===== src/rtl/qlearn_pkg.sv =====
// Shared Q-table arbiter types: widths, FSM state encoding and requester IDs.
package qlearn_pkg;

    localparam int Q_ADDR_W = 14;
    localparam int Q_DATA_W = 16;

    typedef enum logic [1:0] {
        ARB_IDLE = 2'd0,
        ARB_GNT  = 2'd1,
        ARB_RD   = 2'd2
    } arb_state_e;

    typedef enum logic {
        REQ_A = 1'b0,
        REQ_B = 1'b1
    } req_id_e;

    function automatic req_id_e other_id(input req_id_e id);
        return (id == REQ_A) ? REQ_B : REQ_A;
    endfunction

endpackage


===== src/rtl/qtable_arbiter_rr.sv =====
// rr_arbiter2: combinational 2-way round-robin pick with optional lock override.
module rr_arbiter2
    import qlearn_pkg::*;
(
    input  logic    req_a_i,
    input  logic    req_b_i,
    input  req_id_e ptr_i,
    input  logic    lock_i,
    input  req_id_e lock_id_i,
    output logic    valid_o,
    output req_id_e winner_o
);

    always_comb begin
        valid_o  = 1'b0;
        winner_o = ptr_i;
        // A held lock admits only its owner, even if the other side asks.
        if (lock_i) begin
            valid_o  = (lock_id_i == REQ_A) ? req_a_i : req_b_i;
            winner_o = lock_id_i;
        end else if (req_a_i && req_b_i) begin
            valid_o  = 1'b1;
            winner_o = ptr_i;
        end else if (req_a_i) begin
            valid_o  = 1'b1;
            winner_o = REQ_A;
        end else if (req_b_i) begin
            valid_o  = 1'b1;
            winner_o = REQ_B;
        end
    end

endmodule


===== src/rtl/qtable_arbiter.sv =====
// Two-agent arbiter for a single-port Q-table BRAM (1-cycle read latency).
// Optional read-modify-write lock: define QARB_RMW_LOCK_EN.
module qtable_arbiter
    import qlearn_pkg::*;
#(
    parameter int ADDR_W = Q_ADDR_W,
    parameter int DATA_W = Q_DATA_W
) (
    input  logic              clk,
    input  logic              rst,
    input  logic              en,
    input  logic              req_a,
    input  logic              req_b,
    input  logic              we_a,
    input  logic              we_b,
    input  logic [ADDR_W-1:0] addr_a,
    input  logic [ADDR_W-1:0] addr_b,
    input  logic [DATA_W-1:0] wdata_a,
    input  logic [DATA_W-1:0] wdata_b,
    output logic              gnt_a,
    output logic              gnt_b,
    output logic              rvalid_a,
    output logic              rvalid_b,
    output logic [DATA_W-1:0] rdata_a,
    output logic [DATA_W-1:0] rdata_b,
    output logic              mem_en,
    output logic              mem_we,
    output logic [ADDR_W-1:0] mem_addr,
    output logic [DATA_W-1:0] mem_wdata,
    input  logic [DATA_W-1:0] mem_rdata,
    output logic              busy,
    output logic [15:0]       conflict_cnt
);

    arb_state_e        state_q;
    req_id_e           ptr_q;
    req_id_e           win_q;
    logic              gnt_a_q, gnt_b_q;
    logic              rvalid_a_q, rvalid_b_q;
    logic              mem_en_q, mem_we_q;
    logic [ADDR_W-1:0] mem_addr_q;
    logic [DATA_W-1:0] mem_wdata_q;
    logic [DATA_W-1:0] rdata_a_q, rdata_b_q;
    logic [15:0]       cnt_q;

    logic              pick_vld;
    req_id_e           pick_id;
    logic              sel_we;
    logic [ADDR_W-1:0] sel_addr;
    logic [DATA_W-1:0] sel_wdata;
    logic              decide;
    logic              lock_vld;
    req_id_e           lock_id;

`ifdef QARB_RMW_LOCK_EN
    logic    lock_q;
    req_id_e lock_id_q;

    always_ff @(posedge clk) begin
        if (rst) begin
            lock_q    <= 1'b0;
            lock_id_q <= REQ_A;
        end else if (!en) begin
            lock_q    <= 1'b0;
        end else if (decide) begin
            lock_q    <= !sel_we;
            lock_id_q <= pick_id;
        end
    end

    assign lock_vld = lock_q;
    assign lock_id  = lock_id_q;
`else
    assign lock_vld = 1'b0;
    assign lock_id  = REQ_A;
`endif

    rr_arbiter2 u_rr (
        .req_a_i   (req_a),
        .req_b_i   (req_b),
        .ptr_i     (ptr_q),
        .lock_i    (lock_vld),
        .lock_id_i (lock_id),
        .valid_o   (pick_vld),
        .winner_o  (pick_id)
    );

    assign decide    = (state_q == ARB_IDLE) && en && pick_vld;
    assign sel_we    = (pick_id == REQ_A) ? we_a    : we_b;
    assign sel_addr  = (pick_id == REQ_A) ? addr_a  : addr_b;
    assign sel_wdata = (pick_id == REQ_A) ? wdata_a : wdata_b;

    always_ff @(posedge clk) begin
        if (rst) begin
            state_q     <= ARB_IDLE;
            ptr_q       <= REQ_A;
            win_q       <= REQ_A;
            gnt_a_q     <= 1'b0;
            gnt_b_q     <= 1'b0;
            rvalid_a_q  <= 1'b0;
            rvalid_b_q  <= 1'b0;
            mem_en_q    <= 1'b0;
            mem_we_q    <= 1'b0;
            mem_addr_q  <= '0;
            mem_wdata_q <= '0;
            rdata_a_q   <= '0;
            rdata_b_q   <= '0;
            cnt_q       <= '0;
        end else begin
            gnt_a_q    <= 1'b0;
            gnt_b_q    <= 1'b0;
            rvalid_a_q <= 1'b0;
            rvalid_b_q <= 1'b0;
            mem_en_q   <= 1'b0;
            if (rvalid_a_q) rdata_a_q <= mem_rdata;
            if (rvalid_b_q) rdata_b_q <= mem_rdata;
            unique case (state_q)
                ARB_IDLE: begin
                    if (decide) begin
                        state_q     <= ARB_GNT;
                        win_q       <= pick_id;
                        ptr_q       <= other_id(pick_id);
                        gnt_a_q     <= (pick_id == REQ_A);
                        gnt_b_q     <= (pick_id == REQ_B);
                        mem_en_q    <= 1'b1;
                        mem_we_q    <= sel_we;
                        mem_addr_q  <= sel_addr;
                        mem_wdata_q <= sel_wdata;
                        if (req_a && req_b && cnt_q != 16'hFFFF)
                            cnt_q <= cnt_q + 16'd1;
                    end
                end
                ARB_GNT: begin
                    if (mem_we_q) begin
                        state_q <= ARB_IDLE;
                    end else begin
                        state_q    <= ARB_RD;
                        rvalid_a_q <= (win_q == REQ_A);
                        rvalid_b_q <= (win_q == REQ_B);
                    end
                end
                ARB_RD:  state_q <= ARB_IDLE;
                default: state_q <= ARB_IDLE;
            endcase
        end
    end

    // Read data is forwarded straight from the BRAM in the rvalid cycle.
    assign rdata_a      = rvalid_a_q ? mem_rdata : rdata_a_q;
    assign rdata_b      = rvalid_b_q ? mem_rdata : rdata_b_q;
    assign gnt_a        = gnt_a_q;
    assign gnt_b        = gnt_b_q;
    assign rvalid_a     = rvalid_a_q;
    assign rvalid_b     = rvalid_b_q;
    assign mem_en       = mem_en_q;
    assign mem_we       = mem_we_q;
    assign mem_addr     = mem_addr_q;
    assign mem_wdata    = mem_wdata_q;
    assign busy         = (state_q != ARB_IDLE);
    assign conflict_cnt = cnt_q;

endmodule

===== config.mk =====
export PLATFORM = sky130hd
export DESIGN_NAME = qtable_arbiter
export DESIGN_NICKNAME = d
export VERILOG_FILES = /design/src/rtl/qlearn_pkg.sv /design/src/rtl/qtable_arbiter_rr.sv /design/src/rtl/qtable_arbiter.sv
export SDC_FILE = /design/constraint.sdc
export NUM_CORES = 1
export LEC_CHECK = 0
export BUFFER_PORTS_ARGS = -buffer_cell sky130_fd_sc_hd__buf_2
export CORE_MARGIN = 3
export CORE_UTILIZATION = 43
export DETAILED_ROUTE_END_ITERATION = 8
export PLACE_DENSITY = 0.83
export SLEW_MARGIN = 30
export SYNTH_ARGS = -nofsm -noshare
export SYNTH_HDL_FRONTEND = slang
export SYNTH_SLANG_ARGS = --single-unit

===== constraint.sdc =====
create_clock -name clk -period 1.8 [get_ports clk]
set_input_delay 0.09 -clock clk [delete_from_list [all_inputs] [get_ports clk]]
set_output_delay 0.09 -clock clk [all_outputs]
set_load 0.02 [all_outputs]

# [Word level (Yosys, flattened, before mapping)]
# Index checks and enable logic that the tools add are counted.
# W data, S select, Z words.
[op_classes] n_mul=0 div=0 bitwise_logic=5 mux=16 n_lt_le_gt_ge=0 eq_ne=3 shift=0 n_addsub=1 reduce_logical=11
[op_table] operator="$mux W16" count=3
[op_table] operator="$add A16 B1 Y16 const B" count=1
[op_table] operator="$ne A16 B16 Y1 const B" count=1
[op_table] operator="$mux W14" count=1
[op_table] operator="$mux W1" count=9
[op_table] operator="$reduce_or A3 Y1" count=2
[op_table] operator="$not A1 Y1" count=5
[op_table] operator="$logic_and A1 B1 Y1" count=4
[op_table] operator="$mux W2" count=2
[op_table] operator="$pmux W2 S2" count=1
[op_table] operator="$reduce_and A3 Y1" count=1
[op_table] operator="$eq A2 B1 Y1 const B" count=1
[op_table] operator="$logic_not A2 Y1" count=1
[op_table] operator="$ne A2 B2 Y1 const B" count=1
[op_table] operator="$reduce_and A2 Y1" count=1
[op_table] operator="$reduce_bool A2 Y1" count=1
[op_table] operator="$reduce_or A2 Y1" count=1
[totals] latchBits=0 ram_bits=0 n_memories=0 regBits=88 mem_bits_ro=0 inputBits=83

# [Logic depth before layout (Yosys ltp)]
# Gate-level depths: netlist (run 1).
[depth] ltp_word=6 ltp_mapped=6 ltp_nobuf=5

# [Cells and area by module]
# From an unflattened synthesis (run 1), not the netlist that was laid out.
[hier_totals] hier_cells=367 area_unflattened_um2=3694.8
[by_module_without_submodules] mod="qtable_arbiter" seq_area_each_um2=1761.7 instances=1 area_each_um2=3656.0 cells_per_inst=359
[by_module_without_submodules] mod="rr_arbiter2" seq_area_each_um2=0.0 instances=1 area_each_um2=38.8 cells_per_inst=8

# [Worst setup path before layout (run 1)]
# OpenSTA, ideal clock, no wires.
[synth_timing] kind="register -> register" start="register cnt_q[0], in the netlist conflict_cnt[0]" end="register cnt_q[7], in the netlist conflict_cnt[7]" required_time_ns=1.679 period_less_slack_ns=1.952 path_stages_with_launch=7 setup_time_ns=0.121 n_path_buf=1 path_slack_ns=-0.152 arrival_time_ns=1.831 path_cell_list="dfxtp_1 ha_1 and2_1 and4_1 buf_2 a2111oi_4 mux2_2"
[synth_between] elab_chain_len=3 elab_cells_between_ends=4
[synth_rtl] element="start, declared" line="qtable_arbiter.sv:44" source="logic [15:0] cnt_q;"
[synth_rtl] element="start signal, assigned" line="qtable_arbiter.sv:130" source="cnt_q <= cnt_q + 16'd1;"
[synth_rtl] element="parallel branches: the longest is 3 deep, another holds $add A16 B1 Y16"
# Several ways; the timed one is not identified.
# A chain may end at the register's enable or synchronous reset.

# [Worst setup path after layout (run 1)]
# Same ends and word-level chain as after synthesis.

==> flow_metrics.env, run 1 <==
export IMPL_status="finished clean"
export IMPL_fillers=783
export IMPL_synth_area_per_cell_um2=10.2
export IMPL_grt_pass1_vias=3291
export IMPL_synthTopCellsByCount="88 x dfxtp_1, 47 x nor2_1, 43 x nor2b_1"
export IMPL_synth_cell_types=42
export IMPL_cp_end_kind="flop"
export IMPL_yosys_warnings=0
export IMPL_fin_tns_setup_ps=0
export IMPL_synth_largest_area_cell="dfxtp_1"
export IMPL_rrSetupSlack_ps=70
export IMPL_setup_viol=0
export IMPL_finalPower_mw=3.99
export IMPL_wire_per_inst_um=14.7
export IMPL_cp_required_ps=2040
export IMPL_synthArstFlopShare=0
export IMPL_critPathMaxFanout=7
export IMPL_drive_gt1_frac=0.466
export IMPL_die_w_um=101
export IMPL_power_density_nw_per_um2=790
export IMPL_grt_overflow=0
export IMPL_ant_nets=0
export IMPL_dp_cells=642
export IMPL_worst_slew_pin_slew_ps=570
export IMPL_die_area_um2=10300
export IMPL_post_route_util=0.577
export IMPL_postSynthCellCount=384
export IMPL_finalMaxSlewViolations=0
export IMPL_final_nets=631
export IMPL_syn_nets=468
export IMPL_slew_headroom=0.620
export IMPL_r2r_cells=5
export IMPL_final_cells=660
export IMPL_vias=3441
export IMPL_p_leak_nw=2.35
export IMPL_min_period_ps=1730
export IMPL_timing_final_crit_share=0.959
export IMPL_rsz0062_at_grt="yes"
export IMPL_drc=0
export IMPL_die_y_um=101
export IMPL_antenna_found_initial=0
export IMPL_hold_violations=0
export IMPL_clk_pin_slew_ps=90
export IMPL_fmax_ghz=0.579
export IMPL_viasPerCell=5.21
export IMPL_rows=34
export IMPL_cts_tree="yes"
export IMPL_clkSinkCount=88
export IMPL_synth_top_area_frac=0.451
export IMPL_start_util=0.446
export IMPL_grt_pass1_wl_um=15400
export IMPL_synth_cell_area_um2=3910
export IMPL_path_class="flop to flop"
export IMPL_crit_path_top_delay_cell="dfxtp_4"
export IMPL_portBuffers=167
export IMPL_vdd_drop_max_mv=0.411
export IMPL_diodes=0
export IMPL_area_growth_synth_to_final_pct=29.4
export IMPL_synth_seq_cells=88
export IMPL_routed_wl_um=9700
export IMPL_hpwl_um=7210
export IMPL_cts_buffer_depth=2
export IMPL_cp_start_kind="flop"
export IMPL_holdPathStages=3
export IMPL_skew_ps=12.4
export IMPL_crit_chain="ha_2 > and2_1 > and4_4 > a2111oi_4 > mux2_4"
export IMPL_synth_edf_count=0
export IMPL_cpPeakStageDelay_ps=370
export IMPL_worstPathArrival_ps=1970
export IMPL_cpLargestDelayFamily="simple AND/OR/NAND/NOR gates"
export IMPL_first_iter_violations=120
export IMPL_crit_buf_inv=0
export IMPL_ys_seq_area_frac=0.451
export IMPL_clock_latency_ps=350
export IMPL_cts_htree_levels=3
export IMPL_ys_flop_type="dfxtp_1"
export IMPL_drv_cap=0
export IMPL_cp_depth=5
export IMPL_clockRootBuffer="clkbuf_8"
export IMPL_io_pins=168
export IMPL_dr_pass1_iters=4
export IMPL_grt_max_degree=65
export IMPL_routabilityCongestion=0.967
export IMPL_cts_buffers=9
export IMPL_track_usage=0.185
export IMPL_synth_top_cells_by_area="dfxtp_1 45%, mux2_2 12%, mux2i_1 8.2%"
export IMPL_core_region_area_um2=8760
export IMPL_min_path_type="input pin to flop"
export IMPL_yosysMostFrequentCell="dfxtp_1"
stage by stage:
step | worst slack, ps | instance area (µm²) | hold slack (ps)
after floorplan | 23.6 | 3920 | 182
after global placement | 46.2 | 4820 | 344
after detailed placement | 17.6 | 4820 | 330
after CTS | 5.31 | 5020 | 51.4
after global routing | -11.7 | 5050 | 64.4
final | 74.0 | 5050 | 66.8
metal layers:
metal | track usage | routed length [µm]
met2 | 0.307 | 4650
met5 | 0 | 0
met3 | 0.0544 | 830
met4 | 0.0685 | 177
met1 | 0.227 | 4050
worst reg2reg max path, cell delays in order (launching register included):
cell and delay [ps]:
dfxtp_4 370, ha_2 200, and2_1 170, and4_4 230, a2111oi_4 310, mux2_4 330
sequential cells by signal (all words and copies together), names as in the netlist, 2 cells and up:
name          flops
conflict_cnt     16
mem_wdata        16
rdata_a_q        16
rdata_b_q        16
mem_addr         14
state_q           2
layout make-up:
class	count	area (µm²)	share of cell area
multi-input cells	267	2030	0.401
flip-flops and latches	88	1770	0.350
repair buffers	177	926	0.183
clock buffers	11	141	0.0280
well taps	108	135	0.0267
clock inverters	5	38.8	0.00767
inverters	4	15.0	0.00297
report_power, final:
group          leakage, nW  internal, mW  switching [mW]  total, mW
sequential           0.721          2.03          0.0436       2.07
combinational         1.54         0.278           0.378      0.656
clock               0.0865         0.549           0.715       1.26
total                 2.35          2.86            1.14       3.99
path summary, 6_finish.rpt:
| path | startpoint | endpoint |
|---|---|---|
| worst max-delay path | conflict_cnt[0] | conflict_cnt[7] |
| worst min register to register | win_q | rvalid_a |
| worst min-delay path | wdata_a[5] | mem_wdata[5] |
| worst max register to register | conflict_cnt[0] | conflict_cnt[7] |
cells by family after synthesis:
kind of cell	count (synthesis)	share of synthesized area
buffers and inverters	29	0.0391
DFF	88	0.451
AOI/OAI and AO/OA	51	0.102
and+or+nand+nor	140	0.200
muxes	74	0.203
adders and majority gates	2	0.00577
placed cells by master (no fill, tap or decap), drive strengths merged, types with 3 or more instances in the layout:
cell type and n:
inv 6, a21oi 6, a2111oi 3, nor4 5
and4 3, buf 176, dfxtp 88, nor2b 43
mux2i 32, and2 4, mux2 42, nand3 9
clkbuf 11, a211oi 37, nor2 48, nand2 12
repair_timing:
action                                  4_1_cts  5_1_grt
resized for setup                             1       11
endpoints found under the hold margin         1        0
endpoints found under the setup margin        2        9
hold buffers                                  1        0
pin swaps                                     0        2
buffers inserted                              0        1
No activity file was read; power rests on OpenSTA's default activity.
==> inputs of run 2 (changes only) <==
Settings changed: CORE_MARGIN 3 to 10.
==> flow_metrics.env, run 2 (synthesized netlist as in run 1, its figures left out) <==
export IMPL_status="finished clean"
export IMPL_routed_wl_um=10900
export IMPL_min_path_type="input pin to flop"
export IMPL_final_cell_mix="167 x buf_2, 84 x dfxtp_1, 47 x nor2_1"
export IMPL_io_pins=168
export IMPL_clkSinkCount=88
export IMPL_fmax_ghz=0.575
export IMPL_cts_buffer_depth=2
export IMPL_cts_tree="yes"
export IMPL_cts_setup_buffers=0
export IMPL_slew_headroom=0.512
export IMPL_wire_per_inst_um=16.5
export IMPL_antenna_found_initial=0
export IMPL_swShare=0.278
export IMPL_clock_latency_ps=340
export IMPL_worst_slew_pin_slew_ps=732
export IMPL_start_util=0.446
export IMPL_finalMaxSlewViolations=0
export IMPL_fillers=770
export IMPL_hold_violations=0
export IMPL_ant_nets=0
export IMPL_power_frac_comb=0.161
export IMPL_viasPerCell=5.15
export IMPL_timing_final_crit_share=0.966
export IMPL_clockRootBuffer="clkbuf_8"
export IMPL_dr_pass1_iters=4
export IMPL_diodes=0
export IMPL_area_growth_synth_to_final_pct=29.9
export IMPL_track_usage=0.157
export IMPL_vdd_drop_max_mv=0.443
export IMPL_internal_power_mw=2.95
export IMPL_hpwl_um=8520
export IMPL_critPathMaxFanout=7
export IMPL_drv_cap=0
export IMPL_switchingPower_mw=1.14
export IMPL_portBuffers=167
export IMPL_grt_max_degree=65
export IMPL_vias=3404
export IMPL_final_area_um2=5070
export IMPL_final_nets=632
export IMPL_power_density_nw_per_um2=806
export IMPL_drc=0
export IMPL_first_iter_violations=202
export IMPL_grt_overflow=0
export IMPL_fin_tns_setup_ps=0
export IMPL_die_y_um=115
export IMPL_die_area_um2=13300
export IMPL_placed_area_um2=4850
export IMPL_grt_pass1_vias=3503
export IMPL_p_leak_nw=2.35
export IMPL_clockPowerShare=0.332
export IMPL_final_common_cell="buf_2"
export IMPL_die_w_um=115
export IMPL_seqPwrFrac=0.507
export IMPL_clk_pin_slew_ps=90
export IMPL_rsz0062_at_grt="yes"
export IMPL_cp_start_kind="flop"
export IMPL_skew_ps=7.94
export IMPL_cts_buffers=9
export IMPL_fin_worst_hold_slack_ps=84.4
export IMPL_setup_viol=0
export IMPL_min_period_ps=1740
export IMPL_grt_pass1_wl_um=17300
export IMPL_drive_gt1_frac=0.461
export IMPL_worstPathArrival_ps=1970
export IMPL_cp_end_kind="flop"
export IMPL_cp_required_ps=2030
export IMPL_path_class="flop to flop"
export IMPL_cts_htree_levels=3
export IMPL_core_region_area_um2=8760
export IMPL_routabilityCongestion=0.915
export IMPL_rows=34
[run 2: worst paths after layout]
path / to / start / cells past startpoint / slack [ps]
min: mem_wdata[9] / wdata_a[9] / 3 / 80
max reg2reg: conflict_cnt[7] / conflict_cnt[0] / 5 / 60
max: conflict_cnt[7] / conflict_cnt[0] / 5 / 60
min reg2reg: rvalid_a / win_q / 1 / 440
[run 2: power by group through the flow]
stage	Clock [mW]	Combinational (mW)	Sequential [mW]
after floorplan	0	0.337	2.20
after global placement	0	0.649	2.11
after detailed placement	0	0.666	2.12
after CTS	1.40	0.667	2.07
after global routing	1.49	0.725	2.08
final	1.36	0.658	2.07
[run 2: cell type report]
type / instances / area [µm²] / share of cell area
multi-input combinational: 267 / 2030 / 0.399
sequential: 88 / 1770 / 0.349
timing repair buffer: 178 / 931 / 0.184
tap: 108 / 135 / 0.0266
clock buffer: 10 / 128 / 0.0252
clock inverter: 6 / 68.8 / 0.0136
inverter: 4 / 15.0 / 0.00296
[run 2: through the flow]
| step | instances | utilization | total power [mW] | setup WS, ps |
|---|---|---|---|---|
| floorplan | 384 | - | 2.54 | 23.6 |
| global placement | 645 | 0.553 | 2.76 | 40.1 |
| detailed placement | 645 | 0.553 | 2.78 | -1.12 |
| CTS | 661 | 0.576 | 4.14 | 18.1 |
| global route | 661 | 0.579 | 4.29 | -3.18 |
| finish | 661 | 0.579 | 4.09 | 61.6 |
[run 2: per-layer routing]
layer / track usage / routed length (µm) / up-vias
li1: - / - / 1690
met1: 0.179 / 4620 / 1534
met2: 0.253 / 4920 / 164
met3: 0.0719 / 1170 / 16
met4: 0.0594 / 187 / 0
met5: 0 / 0 / -
[run 2: timing repair]
action | CTS | global route
pin swaps | 0 | 1
setup endpoints to repair | 3 | 9
hold buffers | 0 | 0
gates resized for setup | 3 | 5
[run 2: critical path, cell delays in order, from the launching register on]
cell and delay, ps:
dfxtp_4 370, ha_2 210, and2_1 180, and4_4 230, a2111oi_4 310, mux2_4 330
==> inputs of run 3 (changes only) <==
Settings changed: CORE_UTILIZATION 43 to 48, PLACE_DENSITY 0.83 to 0.88.
Clock period 1.8 ns to 1.9 ns, I/O delays scaled along.
==> flow_metrics.env, run 3 (synthesized netlist as in run 1, its figures left out) <==
export IMPL_status="finished clean"
export IMPL_grt_overflow=0
export IMPL_core_region_area_um2=7810
export IMPL_cts_tree="yes"
export IMPL_final_cell_mix="167 x buf_2, 86 x dfxtp_1, 47 x nor2_1"
export IMPL_grt_pass1_wl_um=16700
export IMPL_timing_final_crit_share=0.952
export IMPL_cp_required_ps=2140
export IMPL_fillers=637
export IMPL_vias=3359
export IMPL_start_util=0.500
export IMPL_cpPeakStageDelay_ps=460
export IMPL_fin_tns_setup_ps=0
export IMPL_cp_start_kind="flop"
export IMPL_critPathMaxFanout=8
export IMPL_hp_start="addr_a[3]"
export IMPL_dr_pass1_iters=4
export IMPL_fmax_ghz=0.553
export IMPL_reg2reg_from="conflict_cnt[7]"
export IMPL_first_iter_violations=178
export IMPL_clkSinkCount=88
export IMPL_finalPower_mw=4.18
export IMPL_final_nets=632
export IMPL_diodes=0
export IMPL_vdd_drop_max_mv=0.546
export IMPL_cts_hold_fix_buffers=0
export IMPL_die_w_um=110
export IMPL_worstSetupStartpoint="conflict_cnt[7]"
export IMPL_cp_depth=4
export IMPL_die_area_um2=12100
export IMPL_rsz0062_at_grt="no"
export IMPL_final_common_cell="buf_2"
export IMPL_min_path_type="input pin to flop"
export IMPL_clock_latency_ps=340
export IMPL_rrSetupSlack_ps=90
export IMPL_area_growth_synth_to_final_pct=30.5
export IMPL_multi_input_area_um2=2000
export IMPL_r2r_cells=4
export IMPL_worstPathArrival_ps=2050
export IMPL_p_leak_nw=2.39
export IMPL_wire_per_inst_um=16.5
export IMPL_ant_nets=0
export IMPL_portBuffers=167
export IMPL_cpLargestDelayFamily="flip-flops"
export IMPL_hold_violations=0
export IMPL_finalMaxSlewViolations=0
export IMPL_crit_chain="and4_1 > nand4_2 > a2111oi_2 > mux2_2"
export IMPL_drc=0
export IMPL_clockRootBuffer="clkbuf_8"
export IMPL_power_density_nw_per_um2=819
export IMPL_min_period_ps=1810
export IMPL_cts_resized=0
export IMPL_seqCellArea_um2=1760
export IMPL_drive_gt1_frac=0.450
export IMPL_rr_endpoint="conflict_cnt[15]"
export IMPL_cts_buffers=9
export IMPL_io_pins=168
export IMPL_skew_ps=6.98
export IMPL_worst_slew_pin_slew_ps=723
export IMPL_grt_pass1_vias=3458
export IMPL_crit_buf_inv=0
export IMPL_path_class="flop to flop"
export IMPL_track_usage=0.172
export IMPL_grt_max_degree=41
export IMPL_setup_viol=0
export IMPL_hpwl_um=8480
export IMPL_slew_headroom=0.518
export IMPL_cts_htree_levels=3
export IMPL_die_y_um=110
export IMPL_drv_cap=0
export IMPL_crit_path_top_delay_cell="dfxtp_1"
export IMPL_clk_pin_slew_ps=90
export IMPL_endpoint="conflict_cnt[15]"
export IMPL_cts_setup_buffers=0
export IMPL_antenna_found_initial=0
export IMPL_viasPerCell=5.13
export IMPL_cp_end_kind="flop"
export IMPL_routabilityCongestion=0.861
export IMPL_cts_buffer_depth=2
export IMPL_routed_wl_um=10800
export IMPL_rows=32
## run 3: metal layers
metal | track usage | vias up | share of wire
met1 | 0.197 | 1513 | 0.40
met4 | 0.0697 | 0 | 0.020
li1 | - | 1689 | -
met5 | 0 | - | 0
met2 | 0.273 | 140 | 0.46
met3 | 0.0784 | 17 | 0.12
## run 3: layout make-up
type | count | share of cell area
multi-input cells | 267 | 0.391
repair buffers | 178 | 0.185
well taps | 102 | 0.0250
clock inverters | 6 | 0.0226
inverters | 4 | 0.00294
clock buffers | 10 | 0.0270
flip-flops and latches | 88 | 0.346
## run 3: metrics by stage
stage / utilization / instance area [µm²] / setup slack [ps] / cells / hold WS (ps)
detailed placement: 0.620 / 4840 / 110 / 639 / 444
floorplan: - / 3910 / 11.8 / 384 / 187
global placement: 0.620 / 4840 / 136 / 639 / 430
finish: 0.653 / 5100 / 91.5 / 655 / 78.3
CTS: 0.653 / 5100 / 102 / 655 / 60.7
global route: 0.653 / 5100 / 8.64 / 655 / 75.4
## run 3: report_power, final
part	switching (mW)	total, mW	leakage, nW	internal, mW
combinational	0.364	0.632	1.55	0.268
clock	0.662	1.58	0.123	0.917
sequential	0.0406	1.97	0.718	1.92
## run 3: tightest hold or removal path, stage by stage
cell	delay [ps]
buf_2	90
mux2i_1	110
a211oi_1	80
## run 3: worst min path at each step
stage	to	slack (ps)	cells after the start
floorplan	state_q[1]	190	1
global placement	rvalid_a	430	1
detailed placement	mem_addr[10]	440	3
CTS	mem_addr[3]	60	3
global route	mem_wdata[9]	80	3
finish	mem_addr[3]	80	3
